$ cat config.mk
export PLATFORM = sky130hd
export DESIGN_NAME = gcd_datapath
export DESIGN_NICKNAME = d
export VERILOG_FILES = /design/src/rtl/gcd_pkg.sv /design/src/rtl/gcd_sub_reg.sv /design/src/rtl/gcd_datapath.sv
export SDC_FILE = /design/constraint.sdc
export NUM_CORES = 1
export LEC_CHECK = 0
export CORE_MARGIN = 3
export CORE_UTILIZATION = 25
export DETAILED_ROUTE_END_ITERATION = 10
export SYNTH_ARGS = -nofsm -noshare
export SYNTH_HDL_FRONTEND = slang
export SYNTH_SLANG_ARGS = --single-unit
$ cat constraint.sdc
create_clock -name CLK -period 2.26 [get_ports CLK]
set_input_delay 0.339 -clock CLK [delete_from_list [all_inputs] [get_ports CLK]]
set_output_delay 0.339 -clock CLK [all_outputs]
set_load 0.02 [all_outputs]
$ cat src/rtl/gcd_pkg.sv
// rtl/gcd_pkg.sv - shared widths, select encodings and controller states for the GCD pair
package gcd_pkg;

  localparam int WIDTH_DEF    = 4;
  localparam int CNT_W_DEF    = 4;
  localparam int MAX_ITER_DEF = 15;

  localparam logic SEL_INPUT = 1'b0;
  localparam logic SEL_SUB   = 1'b1;

  // Controller encodings live here so controller and datapath benches agree
  typedef enum logic [2:0] {
    CTRL_IDLE  = 3'd0,
    CTRL_LOAD  = 3'd1,
    CTRL_CMP   = 3'd2,
    CTRL_SUB_X = 3'd3,
    CTRL_SUB_Y = 3'd4,
    CTRL_DONE  = 3'd5
  } gcd_ctrl_state_e;

endpackage

$ cat src/rtl/gcd_sub_reg.sv
// rtl/gcd_sub_reg.sv - one operand register with input/subtract mux and underflow guard
module gcd_sub_reg
  import gcd_pkg::*;
#(
  parameter int WIDTH = WIDTH_DEF
) (
  input  logic             clk,
  input  logic             rst_n,
  input  logic             ld_i,
  input  logic             sel_i,
  input  logic [WIDTH-1:0] din_i,
  input  logic [WIDTH-1:0] other_i,
  output logic [WIDTH-1:0] q_o,
  output logic             guard_o
);

  logic [WIDTH-1:0] q_q;
  logic [WIDTH-1:0] q_d;
  logic             guard;

  always_comb begin
    q_d   = q_q;
    guard = 1'b0;
    if (ld_i) begin
      if (sel_i == SEL_INPUT) begin
        q_d = din_i;
      end else if (q_q < other_i) begin
        // Underflowing subtract is refused; the register holds its value
        guard = 1'b1;
      end else begin
        q_d = q_q - other_i;
      end
    end
  end

  always_ff @(posedge clk or negedge rst_n) begin
    if (!rst_n) begin
      q_q <= '0;
    end else begin
      q_q <= q_d;
    end
  end

  assign q_o     = q_q;
  assign guard_o = guard;

endmodule

$ cat src/rtl/gcd_datapath.sv
// rtl/gcd_datapath.sv - subtractive GCD datapath with result capture, iteration timeout and error flags
module gcd_datapath
  import gcd_pkg::*;
#(
  parameter int WIDTH    = WIDTH_DEF,
  parameter int MAX_ITER = MAX_ITER_DEF,
  parameter int CNT_W    = CNT_W_DEF
) (
  input  logic             CLK,
  input  logic             RST_N,
  input  logic [WIDTH-1:0] x_i,
  input  logic [WIDTH-1:0] y_i,
  input  logic             x_ld,
  input  logic             x_sel,
  input  logic             y_ld,
  input  logic             y_sel,
  input  logic             d_ld,
  output logic             x_neq_y,
  output logic             x_lt_y,
  output logic [WIDTH-1:0] d_o,
  output logic             d_valid,
  output logic [CNT_W-1:0] iter_cnt,
  output logic             timeout,
  output logic             zero_err,
  output logic             proto_err
);

  localparam logic [CNT_W-1:0] MAX_CNT = CNT_W'(MAX_ITER);

  logic [WIDTH-1:0] x_q;
  logic [WIDTH-1:0] y_q;
  logic             x_guard;
  logic             y_guard;

  logic [WIDTH-1:0] d_q, d_d;
  logic             d_valid_q, d_valid_d;
  logic [CNT_W-1:0] cnt_q, cnt_d;
  logic             timeout_q, timeout_d;
  logic             zero_err_q, zero_err_d;
  logic             proto_err_q, proto_err_d;

  logic load_x, load_y, any_load, any_sub;

  gcd_sub_reg #(.WIDTH(WIDTH)) u_x_reg (
    .clk     (CLK),
    .rst_n   (RST_N),
    .ld_i    (x_ld),
    .sel_i   (x_sel),
    .din_i   (x_i),
    .other_i (y_q),
    .q_o     (x_q),
    .guard_o (x_guard)
  );

  gcd_sub_reg #(.WIDTH(WIDTH)) u_y_reg (
    .clk     (CLK),
    .rst_n   (RST_N),
    .ld_i    (y_ld),
    .sel_i   (y_sel),
    .din_i   (y_i),
    .other_i (x_q),
    .q_o     (y_q),
    .guard_o (y_guard)
  );

  assign load_x   = x_ld && (x_sel == SEL_INPUT);
  assign load_y   = y_ld && (y_sel == SEL_INPUT);
  assign any_load = load_x || load_y;
  assign any_sub  = (x_ld && (x_sel == SEL_SUB)) || (y_ld && (y_sel == SEL_SUB));

  always_comb begin
    cnt_d       = cnt_q;
    proto_err_d = proto_err_q;
    zero_err_d  = zero_err_q;
    d_d         = d_q;
    d_valid_d   = d_valid_q;

    // An operand load starts a new problem, so it overrides subtract bookkeeping
    if (any_load) begin
      cnt_d       = '0;
      proto_err_d = 1'b0;
      zero_err_d  = (load_x && (x_i == '0)) || (load_y && (y_i == '0));
      d_valid_d   = 1'b0;
    end else begin
      if (any_sub && (cnt_q != MAX_CNT)) begin
        cnt_d = cnt_q + 1'b1;
      end
      if (x_guard || y_guard) begin
        proto_err_d = 1'b1;
      end
    end

    if (d_ld) begin
      d_d       = x_q;
      d_valid_d = 1'b1;
    end

    timeout_d = (cnt_d == MAX_CNT);
  end

  always_ff @(posedge CLK or negedge RST_N) begin
    if (!RST_N) begin
      cnt_q       <= '0;
      timeout_q   <= 1'b0;
      proto_err_q <= 1'b0;
      zero_err_q  <= 1'b0;
      d_q         <= '0;
      d_valid_q   <= 1'b0;
    end else begin
      cnt_q       <= cnt_d;
      timeout_q   <= timeout_d;
      proto_err_q <= proto_err_d;
      zero_err_q  <= zero_err_d;
      d_q         <= d_d;
      d_valid_q   <= d_valid_d;
    end
  end

  assign x_neq_y   = (x_q != y_q);
  assign x_lt_y    = (x_q < y_q);
  assign d_o       = d_q;
  assign d_valid   = d_valid_q;
  assign iter_cnt  = cnt_q;
  assign timeout   = timeout_q;
  assign zero_err  = zero_err_q;
  assign proto_err = proto_err_q;

endmodule

# Word level (Yosys, flattened, before mapping)
# Index checks and enable logic that the tools add are counted.
op_classes:
  order_cmp: 2
  bitwise_logic: 2
  mux: 16
  n_mul: 0
  add_sub_neg: 3
  shifts: 0
  div_mod_pow: 0
  n_eq_ne: 5
  n_reduce_logical: 17
op_table:
  columns: ["operator", "n"]
  rows:
  - ["4-bit two-way mux", 6]
  - ["1-bit two-way mux", 10]
  - ["4-bit logical NOT", 2]
  - ["4-bit less-than comparator", 2]
  - ["4-bit subtractor", 2]
  - ["1-bit logical AND", 7]
  - ["4-bit by 1-bit adder with 4-bit output (second input constant)", 1]
  - ["4-bit equality test (second input constant)", 1]
  - ["1-bit logical OR", 4]
  - ["2-bit != test (second input constant)", 2]
  - ["4-bit != test", 1]
  - ["4-bit != test (second input constant)", 1]
  - ["2-bit AND reduction", 2]
  - ["2-bit nonzero test", 2]
  - ["1-bit NOT", 2]
word_totals:
  ff_bits: 20
  latch_bits: 0
  ram_bits: 0
  rom_bits: 0
  n_memories: 0

# Logic depth before layout (Yosys ltp)
# Gate-level depths: netlist of run 1.
logic_depth:
  word_depth: 7
  ltp_mapped: 8
  mapped_depth_nobuf: 8

# Cells and area by module
# A second synthesis of run 1 with hierarchy kept.
hier_totals:
  cells_unflattened: 142
  area_unflattened_um2: 1422.6
modules_own_cells:
  columns: ["module", "area_each_um2", "n_inst", "seq_area_each_um2", "cells_per_inst"]
  rows:
  - ["gcd_sub_reg", 382.9, 2, 100.1, 41]
  - ["gcd_datapath", 656.9, 1, 300.3, 60]

# Worst setup path after synthesis of run 1
# OpenSTA, ideal clock, no wires.
synth_path:
  path_type: "register -> register"
  start: "register u_x_reg.q_q[0] (netlist: u_x_reg.q_o[0])"
  end: "register proto_err_q (netlist: proto_err)"
  path_buffers: 0
  path_slack_ns: 0.296
  period_less_slack_ns: 1.964
  required_ns: 2.183
  arrival_time_ns: 1.886
  stages_incl_launch_ff: 9
  setup_time_ns: 0.077
  path_cell_list: "dfrtp_1 inv_1 ha_1 inv_1 fa_1 a21o_1 a21oi_1 a31oi_1 a21oi_1"
synth_via:
  elab_chain_cells: 6
  word_cells_on_any_way: 10
  classes_between: "order compare (2); mux (6); reduce/logical (2)"
synth_rtl:
  columns: ["element", "line", "text"]
  rows:
  - ["start: declaration", "gcd_sub_reg.sv:17", "logic [WIDTH-1:0] q_q;"]
  - ["start signal: assignment", "gcd_sub_reg.sv:40", "q_q <= q_d;"]
  - ["4-bit less-than comparator", null, null]
  - ["net x_lt_y", "gcd_datapath.sv:19", "output logic x_lt_y,"]
  - ["1-bit two-way mux", "gcd_sub_reg.sv:27", "end else if (q_q < other_i) begin"]
  - ["1-bit two-way mux", "gcd_sub_reg.sv:25", "if (sel_i == SEL_INPUT) begin"]
  - ["1-bit two-way mux", "gcd_sub_reg.sv:24", "if (ld_i) begin"]
  - ["1-bit logical OR", "gcd_datapath.sv:88", "if (x_guard || y_guard) begin"]
  - ["2-bit nonzero test (no source line)", null, null]
  - ["end signal: assignment", "gcd_datapath.sv:112", "proto_err_q <= proto_err_d;"]
  - ["end: declaration", "gcd_datapath.sv:40", "logic proto_err_q, proto_err_d;"]
# The timed path passes the listed nets, and every way through them passes these cells.
# A chain may end at the register's enable or synchronous reset.

# Worst setup path in the final report of run 1
layout_path:
  start: "register u_x_reg.q_q[0] (netlist: u_x_reg.q_o[0])"
  end: "output x_lt_y"
layout_via:
  elab_chain_cells: 1
layout_rtl:
  columns: ["element", "line", "text"]
  rows:
  - ["4-bit less-than comparator", "gcd_datapath.sv:120", "assign x_lt_y = (x_q < y_q);"]
  - ["end: declaration", "gcd_datapath.sv:19", null]
# No other way between the ends.

==> run summary, run 1 <==
Outcome: finished, final reports clean
P per Cell Area: 1280 mW/mm²
Worst slew pin tran: 367 ps
Total CTS buffers: 3
Post-synthesis mux area share: 7.01%
Syn Nets: 149
Row Count: 25
Post-DP HPWL: 2360 µm
Critical path required time: 1920 ps
Final Hold Fails: 0
Slew Viols, Final: 0
FF-to-FF Start: u_y_reg.q_o[0]$_DFFE_PN0P_
Setup crit end kind: output pin
Die area: 0.00588 mm²
Top cells by count, synth: 20 x dfrtp_1, 13 x inv_1, 9 x ha_1
Fin util: 36.6%
RSZ-0062 raised after global routing: no
Crit path depth: 7
Yosys cell types: 43
Buffers & Inverters on Critical Path: 3
WL per Instance: 12.9 µm
Metal2 WL: 1450 µm
Worst R2R Path Depth: 9
Avg Vias per Cell: 4.53
Slowest stage delay, CP: 380 ps
Multi-input gate area: 686 µm²
Area Overhead vs Synth: 40.3%
Comb power frac: 62.4%
Setup violators final: 0
Sw frac: 40.3%
Share of post-route cells with drive strength above 1: 18.3%
Max Cap Viol: 0
CTS sink count: 20
Final wirelength: 2970 µm
Yosys top cell by area: dfrtp_1
Synthesized-area fraction occupied by adder cells: 12.2%
Maximum fanout along the worst path: 2
Worst Skew: 5.54 ps
Core ar.: 0.00479 mm²
Post-synth top area share: 40.1%
Post-synth design cell area: 0.00125 mm²
CP max stage cell: dfrtp_1
Post-DRT Antenna Nets: 0
Asr flop ratio synth: 100%
Top-count cell post-synth: dfrtp_1
GPL Wtd Cong: 0.861
Post-synth EDFFs: 0
Total grt overflow: 0
Tmin final: 2120 ps
Max-slew headroom: 75.5%
Combinational family with the most area after synthesis: compound AO/OA/AOI/OAI gates
R2r setup slk: 190 ps
First-pass GRT wire length: 5140 µm
Vias in the first global route: 1082
Final nets: 191
Longest Clk Path Bufs: 2
Clk pwr share: 12.2%
Fmax: 473 MHz
Vias: 1047
Total GRT Usage: 10.8%
Largest net degree at the start of global routing: 21
Synthesized flop and latch total: 20
Chip width: 76.7 µm
Total power: 2.25 mW
Wire length on met3: 128 µm
Yosys warnings: 0
Seq. cell area: 500 µm²
Pleak: 0.781 nW
Cells after Synth: 123
Worst skew pair latency: 260 ps
Sw power: 0.908 mW
Height of the die: 76.7 µm
Cells along the critical path: inv_1 > ha_1 > inv_1 > fa_2 > a21o_1 > a21oi_2 > buf_6
Reg-to-reg critical path endpoint: u_y_reg.q_o[0]$_DFFE_PN0P_
Worst EP arrival: 1780 ps
Initial antenna violation count: 0
Fill cells: 482
DR DRC count: 0
Root Buffer: clkbuf_8
Setup CP Type: reg -> out
H-Tree Depth: 1
Clk slew on worst S/H paths: 80 ps
Syn avg cell area: 10.2 µm²
CTS tree: built
Sequential share of power: 25.4%
Worst path top cell family by delay: adder cells
Wl on met1: 1390 µm
DR iter-0 viols: 29
Main flop type after synthesis: dfrtp_1
Starting Density: 26.1%
Top Ports: 29
Diodes inserted: 0
Post-Synth Simple-Gate Area: 14.2%
Xor/xnor share of the synthesized area: 2.81%
Top Metal Used: met3
Compound-Gate Fraction of Synth Area: 18.1%
Synth top area cells: dfrtp_1 40%, ha_1 9.0%, mux2_2 5.4%
Most numerous cell on the critical path: inv_1
Max VDD drop: 0.530 mV
Worst setup SP type: flip-flop
Pint: 1.34 mW
Port Buffer Count: 28
Final worst-path cycle share: 93.6%
Pre-Repair DR Iteration Count: 4
Sequential cell area fraction in the yosys report: 40.1%
Hold Crit Class: in -> async
-- worst max-delay path by stage --
stage | start | end | slack [ps]
2_1_floorplan | u_x_reg.q_o[0]$_DFFE_PN0P_ | proto_err$_DFFE_PN0P_ | 300
3_3_place_gp | u_x_reg.q_o[0]$_DFFE_PN0P_ | x_lt_y | -140
3_5_place_dp | u_x_reg.q_o[0]$_DFFE_PN0P_ | x_lt_y | -160
4_1_cts | u_x_reg.q_o[0]$_DFFE_PN0P_ | x_lt_y | 20
5_1_grt | u_x_reg.q_o[0]$_DFFE_PN0P_ | x_lt_y | 30
6_report | u_x_reg.q_o[0]$_DFFE_PN0P_ | x_lt_y | 140
-- through the flow --
stage               worst slack [ps]  hold slack [ps]  area, µm²  instances  setup TNS [ps]
finish                           144              418       1750        231               0
floorplan                        296             43.4       1250        123               0
global route                    27.7              440       1750        231               0
CTS                             24.1              436       1740        230               0
detailed placement              -163              488       1680        226            -163
global placement                -142              482       1680        226            -142
-- power by group through the flow --
stage	Combinational (mW)	Clock, mW	Sequential, mW
CTS	1.36	0.285	0.573
global placement	1.34	0	0.577
global route	1.55	0.301	0.593
detailed placement	1.35	0	0.577
finish	1.40	0.274	0.572
floorplan	0.777	0	0.639
-- layout make-up --
class	instances	share of cell area, %
Inverter	13	2.79
Timing Repair Buffer	41	21.6
Multi-Input combinational cell	86	39.1
Sequential cell	20	28.6
Tap cell	67	4.79
Clock buffer	4	3.14
-- sequential cells by signal, summed over array words and instances, names as in the netlist --
name         cells
d_o              4
d_valid          1
iter_cnt         4
proto_err        1
timeout          1
u_x_reg.q_o      4
u_y_reg.q_o      4
zero_err         1
-- logic make-up after synthesis --
kind of cell	count (synthesis)
AOI/OAI and AO/OA	32
and+or+nand+nor	31
DFF	20
buffers and inverters	17
adders and majority gates	11
muxes	8
xor gates and xnor gates	4
-- per-layer routing --
layer | up-vias | track usage, %
met2 | 25 | 18.5
li1 | 524 | -
met4 | 0 | 1.09
met5 | - | 0
met1 | 498 | 13.6
met3 | 0 | 3.64
-- worst reg2reg max path: cells and delay by family, from the launching register on --
kind | cells | cell delay (ps)
fa+ha+maj | 2 | 530
buf+inv | 4 | 450
compound gates | 2 | 410
flops | 1 | 380
simple gates | 1 | 180
-- layout by cell type, fill, tap and decap left out, types with 2 or more instances in the layout --
cell type and n:
ha_1 9, nand3b_1 2, xnor2_1 3, a21o_1 5, nor2_1 5, nor2b_1 2
clkdlybuf4s50_1 26, and2_1 2, clkbuf_8 4, o21ai_0 3, dfrtp_1 20, mux2_2 6
inv_1 13, mux2i_1 2, nand2_1 6, a31oi_1 4, buf_4 13, o21ai_1 3
nor3b_1 3, and3_1 2, o31ai_1 2, a21oi_1 4
-- timing repair --
action	4_1_cts	5_1_grt
gates resized for setup	6	3
pin swaps	0	2
setup endpoints to repair	2	1
setup buffers	0	1
hold buffers	0	0
(Power assumes the default switching activity.)
==> run 2, diff against run 1 <==
--- a/config.mk
+++ b/config.mk
@@ -5,9 +5,11 @@
 export SDC_FILE = /design/constraint.sdc
 export NUM_CORES = 1
 export LEC_CHECK = 0
+export CAP_MARGIN = 0
 export CORE_MARGIN = 3
 export CORE_UTILIZATION = 25
 export DETAILED_ROUTE_END_ITERATION = 10
+export SETUP_SLACK_MARGIN = 0.05
 export SYNTH_ARGS = -nofsm -noshare
 export SYNTH_HDL_FRONTEND = slang
 export SYNTH_SLANG_ARGS = --single-unit
==> run 2 against run 1 <==
Die area stayed put; power grew 0.10%; via count did not move; combinational power hardly changed; clock-buffer cell count unchanged; sequential power barely moved; fmax up 0.47%; non-clock buffer count stayed put; utilization did not move; global-route usage did not move; critical path type unchanged; largest power group unchanged.
==> run summary, run 2 (same netlist as run 1, synthesis figures left out) <==
Outcome: finished, final reports clean
GR Util met1: 13.6% (unchanged)
Total CTS buffers: 3 (unchanged)
Final setup TNS: 0 ps (unchanged)
# hold bufs at CTS: 0 (unchanged)
Reg-to-reg critical path endpoint: u_y_reg.q_o[0]$_DFFE_PN0P_
Cells along the critical path: inv_2 > ha_1 > inv_1 > fa_2 > a21o_1 > a21oi_2 > buf_6
RSZ-0062 raised after global routing: yes
Slew Viols, Final: 0 (unchanged)
Clk slew on worst S/H paths: 80 ps (about the same)
Final Hold Fails: 0 (unchanged)
Maximum fanout along the worst path: 2 (unchanged)
Setup crit end kind: output pin
DP Area: 0.00168 mm² (unchanged)
DR DRC count: 0 (unchanged)
Hold Crit Class: in -> async
Layout Cells excl Fill: 231 (unchanged)
Root Buffer: clkbuf_8
Largest net degree at the start of global routing: 21 (unchanged)
Vias: 1047 (unchanged)
Diodes inserted: 0 (unchanged)
R2r setup slk: 190 ps (about the same)
Setup violators final: 0 (unchanged)
CTS sink count: 20 (unchanged)
Port Buffer Count: 28 (unchanged)
Longest Clk Path Bufs: 2 (unchanged)
Pre-Repair DR Iteration Count: 4 (unchanged)
Fmax: 475 MHz (+0.47%)
Post-DRT Antenna Nets: 0 (unchanged)
Max Cap Viol: 0 (unchanged)
# placed instances: 226 (unchanged)
Slowest stage delay, CP: 390 ps (about the same)
Share of post-route cells with drive strength above 1: 18.9% (+0.61 points)
Worst skew pair latency: 260 ps (about the same)
Chip width: 76.7 µm (unchanged)
CTS tree: built
Pleak: 0.780 nW (-0.11%)
Height of the die: 76.7 µm (unchanged)
Finished Cell Area: 0.00175 mm² (unchanged)
Max VDD drop: 0.530 mV (about the same)
Initial antenna violation count: 0 (unchanged)
Avg Vias per Cell: 4.53 (unchanged)
P per Cell Area: 1290 mW/mm² (+0.10%)
Met2 usage: 18.5% (unchanged)
Worst R2R Path Depth: 9 (unchanged)
FF-to-FF Start: u_y_reg.q_o[0]$_DFFE_PN0P_
Commonest non-fill, non-tap cells in the layout: 26 x clkdlybuf4s50_1, 20 x dfrtp_1, 13 x buf_4
Total GRT Usage: 10.8% (unchanged)
Core ar.: 0.00479 mm² (unchanged)
GR Util met3: 3.64% (unchanged)
Top Ports: 29 (unchanged)
Vias in the first global route: 1082 (unchanged)
Row Count: 25 (unchanged)
Worst hold margin: 418 ps (-0.107 ps)
Post-DP HPWL: 2360 µm (unchanged)
Final nets: 191 (unchanged)
DR iter-0 viols: 30 (+3.4%)
Setup CP Type: reg -> out
WL per Instance: 12.9 µm (unchanged)
First-pass GRT wire length: 5140 µm (unchanged)
Commonest non-fill, non-tap cell in the layout: clkdlybuf4s50_1
Worst setup SP type: flip-flop
Die area: 0.00588 mm² (unchanged)
GR peak layer: met2
Worst slew pin tran: 367 ps (-0.344 ps)
Critical path required time: 1920 ps (about the same)
Starting Density: 26.1% (unchanged)
Worst Skew: 5.63 ps (+0.0920 ps)
Area Overhead vs Synth: 40.3% (unchanged)
Tmin final: 2110 ps (-9.80 ps)
Final worst-path cycle share: 93.2% (-0.43 points)
Final wirelength: 2970 µm (unchanged)
GPL Wtd Cong: 0.861 (unchanged)
Fin util: 36.6% (unchanged)
Total grt overflow: 0 (unchanged)
H-Tree Depth: 1 (unchanged)
Worst EP arrival: 1770 ps (about the same)
Max-slew headroom: 75.5% (about the same)
CP max stage cell: dfrtp_1
## run 2: changes by cell type in the layout (fill, tap and decap cells not counted)
cell   before  now
inv_2       0    1
inv_1      13   12
## run 2: worst max-delay path: cells and delay by family (launching register included)
| kind | cells | cell delay [ps] |
|---|---|---|
| flip-flops | 1 | 390 |
| AO/OA/AOI/OAI | 2 | 390 |
| buffers and inverters | 3 | 260 |
| adder cells (fa/ha/maj) | 2 | 470 |
## run 2: final cells by class
class,instances,area (µm²)
multi-input combinational,86,686
clock buffer,4,55.1
timing repair buffer,41,378
tap,67,83.8
sequential,20,500
inverter,13,48.8
fill,482,3030
## run 2: per-stage QoR
step	power [mW]	setup WS, ps
after floorplan	1.42	296
after global placement	1.92	-142
after detailed placement	1.93	-163
after CTS	2.22	24.1
after global routing	2.45	47.4
final	2.25	154
## run 2: what timing repair did
| item | in CTS | in global routing |
|---|---|---|
| pin swaps | 0 | 2 |
| gates resized for setup | 6 | 4 |
| setup buffers | 0 | 1 |
| endpoints found under the setup margin | 2 | 1 |
## run 2: worst max path at each step
stage                          startpoint                    end  slack, ps  depth (start not counted)
4_1_cts        u_x_reg.q_o[0]$_DFFE_PN0P_                 x_lt_y         20                          7
3_5_place_dp   u_x_reg.q_o[0]$_DFFE_PN0P_                 x_lt_y       -160                          7
6_report       u_x_reg.q_o[0]$_DFFE_PN0P_                 x_lt_y        150                          7
2_1_floorplan  u_x_reg.q_o[0]$_DFFE_PN0P_  proto_err$_DFFE_PN0P_        300                          8
5_1_grt        u_x_reg.q_o[0]$_DFFE_PN0P_                 x_lt_y         50                          7
3_3_place_gp   u_x_reg.q_o[0]$_DFFE_PN0P_                 x_lt_y       -140                          7
## run 2: power by group
group          total, mW  internal, mW  switching [mW]
Clock              0.274         0.155           0.119
Combinational       1.40         0.702           0.702
Sequential         0.574         0.486          0.0880
Total               2.25          1.34           0.909
## run 2: routing by layer
| metal | routed length (µm) | vias up |
|---|---|---|
| li1 | - | 524 |
| met1 | 1390 | 498 |
| met2 | 1450 | 25 |
| met3 | 128 | 0 |
| met4 | 0 | 0 |
| met5 | 0 | - |
==> run 3, diff against run 2 <==
==> constraint.sdc (replaced) <==
create_clock -name CLK -period 1.8 [get_ports CLK]
set_input_delay 0.27 -clock CLK [delete_from_list [all_inputs] [get_ports CLK]]
set_output_delay 0.27 -clock CLK [all_outputs]
set_load 0.02 [all_outputs]
==> run 3 against run 2 <==
The run now ends with negative setup slack left; combinational power rose by 67%; final cell count increased by 7.8%; register-to-register slack got worse by 410 ps; clock-buffer cell count did not move; sequential share of layout area decreased by 3.7 points; flip-flop and latch count unchanged; critical path type unchanged; largest power group unchanged.
==> run summary, run 3 (same netlist as run 1, synthesis figures left out) <==
# placed instances: 241 (+6.6%)
Clk pwr share: 10.1% (-2.1 points)
DR DRC count: 0 (unchanged)
Avg Vias per Cell: 4.43 (-2.4%)
Worst Skew: 4.06 ps (-1.57 ps)
Fin util: 42.0% (+5.4 points)
Post-DRT Antenna Nets: 0 (unchanged)
FF-to-FF Start: u_x_reg.q_o[0]$_DFFE_PN0P_
Slew Viols, Final: 0 (unchanged)
Commonest non-fill, non-tap cells in the layout: 28 x buf_4, 25 x clkdlybuf4s50_1, 20 x dfrtp_1
Post-DP HPWL: 2510 µm (+6.6%)
Most numerous cell on the critical path: inv_2
First-pass GRT wire length: 5110 µm (-0.66%)
Maximum fanout along the worst path: 2 (unchanged)
DR iter-0 viols: 21 (-30%)
Clk slew on worst S/H paths: 70 ps (about the same)
GPL Wtd Cong: 0.802 (-6.9%)
Hold Crit Class: in -> async
Worst setup SP type: flip-flop
Die area: 0.00588 mm² (unchanged)
Cells along the critical path: inv_2 > ha_4 > inv_2 > fa_2 > a21o_1 > a21oi_2 > buf_6
Total CTS buffers: 3 (unchanged)
Worst path top cell family by delay: adder cells
Vias in the first global route: 1096 (+1.3%)
Port Buffer Count: 28 (unchanged)
Longest Clk Path Bufs: 2 (unchanged)
Worst skew pair latency: 260 ps (about the same)
Pleak: 0.887 nW (+14%)
Failing checks: negative setup slack
Max Cap Viol: 0 (unchanged)
Share of post-route cells with drive strength above 1: 39.0% (+20 points)
Core ar.: 0.00479 mm² (unchanged)
Vias: 1102 (+5.3%)
CTS sink count: 20 (unchanged)
Crit path depth: 7 (unchanged)
Pint: 2.05 mW (+53%)
Max-slew headroom: 79.7% (+4.2 points)
Area Overhead vs Synth: 60.9%
Chip width: 76.7 µm (unchanged)
Pre-Repair DR Iteration Count: 4 (unchanged)
Critical path required time: 1530 ps (-390 ps)
Final wirelength: 3290 µm (+11%)
Root Buffer: clkbuf_8
Diodes inserted: 0 (unchanged)
Reg-to-reg critical path endpoint: u_x_reg.q_o[0]$_DFFE_PN0P_
Slowest stage delay, CP: 400 ps (about the same)
P per Cell Area: 1690 mW/mm² (+32%)
# hold bufs at CTS: 0 (unchanged)
Worst slew pin tran: 302 ps (-64.5 ps)
Sw power: 1.35 mW (+48%)
Comb power frac: 68.9% (+6.6 points)
RSZ-0062 raised after global routing: yes
Largest net degree at the start of global routing: 21 (unchanged)
Setup violators final: 10 (+10)
Row Count: 25 (unchanged)
WL per Instance: 13.2 µm (+2.6%)
Setup crit end kind: output pin
Height of the die: 76.7 µm (unchanged)
Max VDD drop: 0.814 mV (+53%)
Final nets: 209 (+9.4%)
Fmax: 491 MHz
Setup CP Type: reg -> out
CTS tree: built
Starting Density: 26.1% (unchanged)
Outcome: finished, violations left
Sequential share of power: 21.1% (-4.4 points)
Sw frac: 39.6% (-0.74 points)
Initial antenna violation count: 0 (unchanged)
Tmin final: 2040 ps
Total grt overflow: 0 (unchanged)
Total GRT Usage: 10.8% (+0.014 points)
Final worst-path cycle share: 113%
R2r setup slk: -220 ps (-410 ps)
Pre-CTS setup slack: -424 ps (-261 ps)
Final setup margin: -238 ps (-392 ps)
Buffers & Inverters on Critical Path: 3 (unchanged)
CP max stage cell: dfrtp_1
Worst R2R Path Depth: 8 (-1)
Worst hold margin: 352 ps (-65.9 ps)
H-Tree Depth: 1 (unchanged)
Total power: 3.40 mW (+51%)
Commonest non-fill, non-tap cell in the layout: buf_4
Top Ports: 29 (unchanged)
Worst EP arrival: 1770 ps (about the same)
Final Hold Fails: 0 (unchanged)
Layout Cells excl Fill: 249 (+7.8%)
-- run 3: per-layer routing --
metal / global-route usage (%) / up-vias / share of wire, %
li1: - / 561 / -
met1: 13.5 / 500 / 43
met2: 18.6 / 30 / 52
met3: 3.05 / 11 / 3.9
met4: 2.17 / 0 / 1.6
met5: 0 / - / 0
-- run 3: final cells by class --
class / count / area, µm²
Inverter: 13 / 53.8
Tap cell: 67 / 83.8
Sequential cell: 20 / 500
Timing Repair Buffer: 59 / 529
Clock buffer: 4 / 55.1
Fill cell: 460 / 2780
Multi-Input combinational cell: 86 / 787
-- run 3: power by group through the flow --
stage	Clock (mW)	Sequential, mW	Combinational [mW]
2_1_floorplan	0	0.803	1.02
3_3_place_gp	0	0.702	1.95
3_5_place_dp	0	0.706	1.96
4_1_cts	0.355	0.699	2.00
5_1_grt	0.365	0.739	2.59
6_report	0.342	0.716	2.34
-- run 3: worst reg2reg max path, delay by kind of cell, from the launching register on --
| family | cells | cell delay, ps |
|---|---|---|
| adder cells (fa/ha/maj) | 2 | 470 |
| flip-flops | 1 | 400 |
| buffers and inverters | 2 | 130 |
| AO/OA/AOI/OAI | 4 | 910 |
-- run 3: through the flow --
step / cell area, µm² / setup TNS (ps)
floorplan: 1260 / -97.8
global placement: 1810 / -1630
detailed placement: 1810 / -1830
CTS: 1880 / -1370
global route: 2010 / -2170
finish: 2010 / -1390
-- run 3: how the worst max path moves through the flow --
stage | endpoint | slack, ps | from
floorplan | u_x_reg.q_o[3]$_DFFE_PN0P_ | -50 | u_x_reg.q_o[0]$_DFFE_PN0P_
global placement | x_lt_y | -400 | u_x_reg.q_o[0]$_DFFE_PN0P_
detailed placement | x_lt_y | -420 | u_x_reg.q_o[0]$_DFFE_PN0P_
CTS | x_lt_y | -230 | u_x_reg.q_o[0]$_DFFE_PN0P_
global route | x_lt_y | -320 | u_x_reg.q_o[0]$_DFFE_PN0P_
finish | x_lt_y | -240 | u_x_reg.q_o[0]$_DFFE_PN0P_
-- run 3: what timing repair did --
item,4_1_cts,5_1_grt
setup buffers,2,4
pin swaps,4,10
setup endpoints to repair,11,12
hold endpoints to repair,0,0
gates resized for setup,13,31
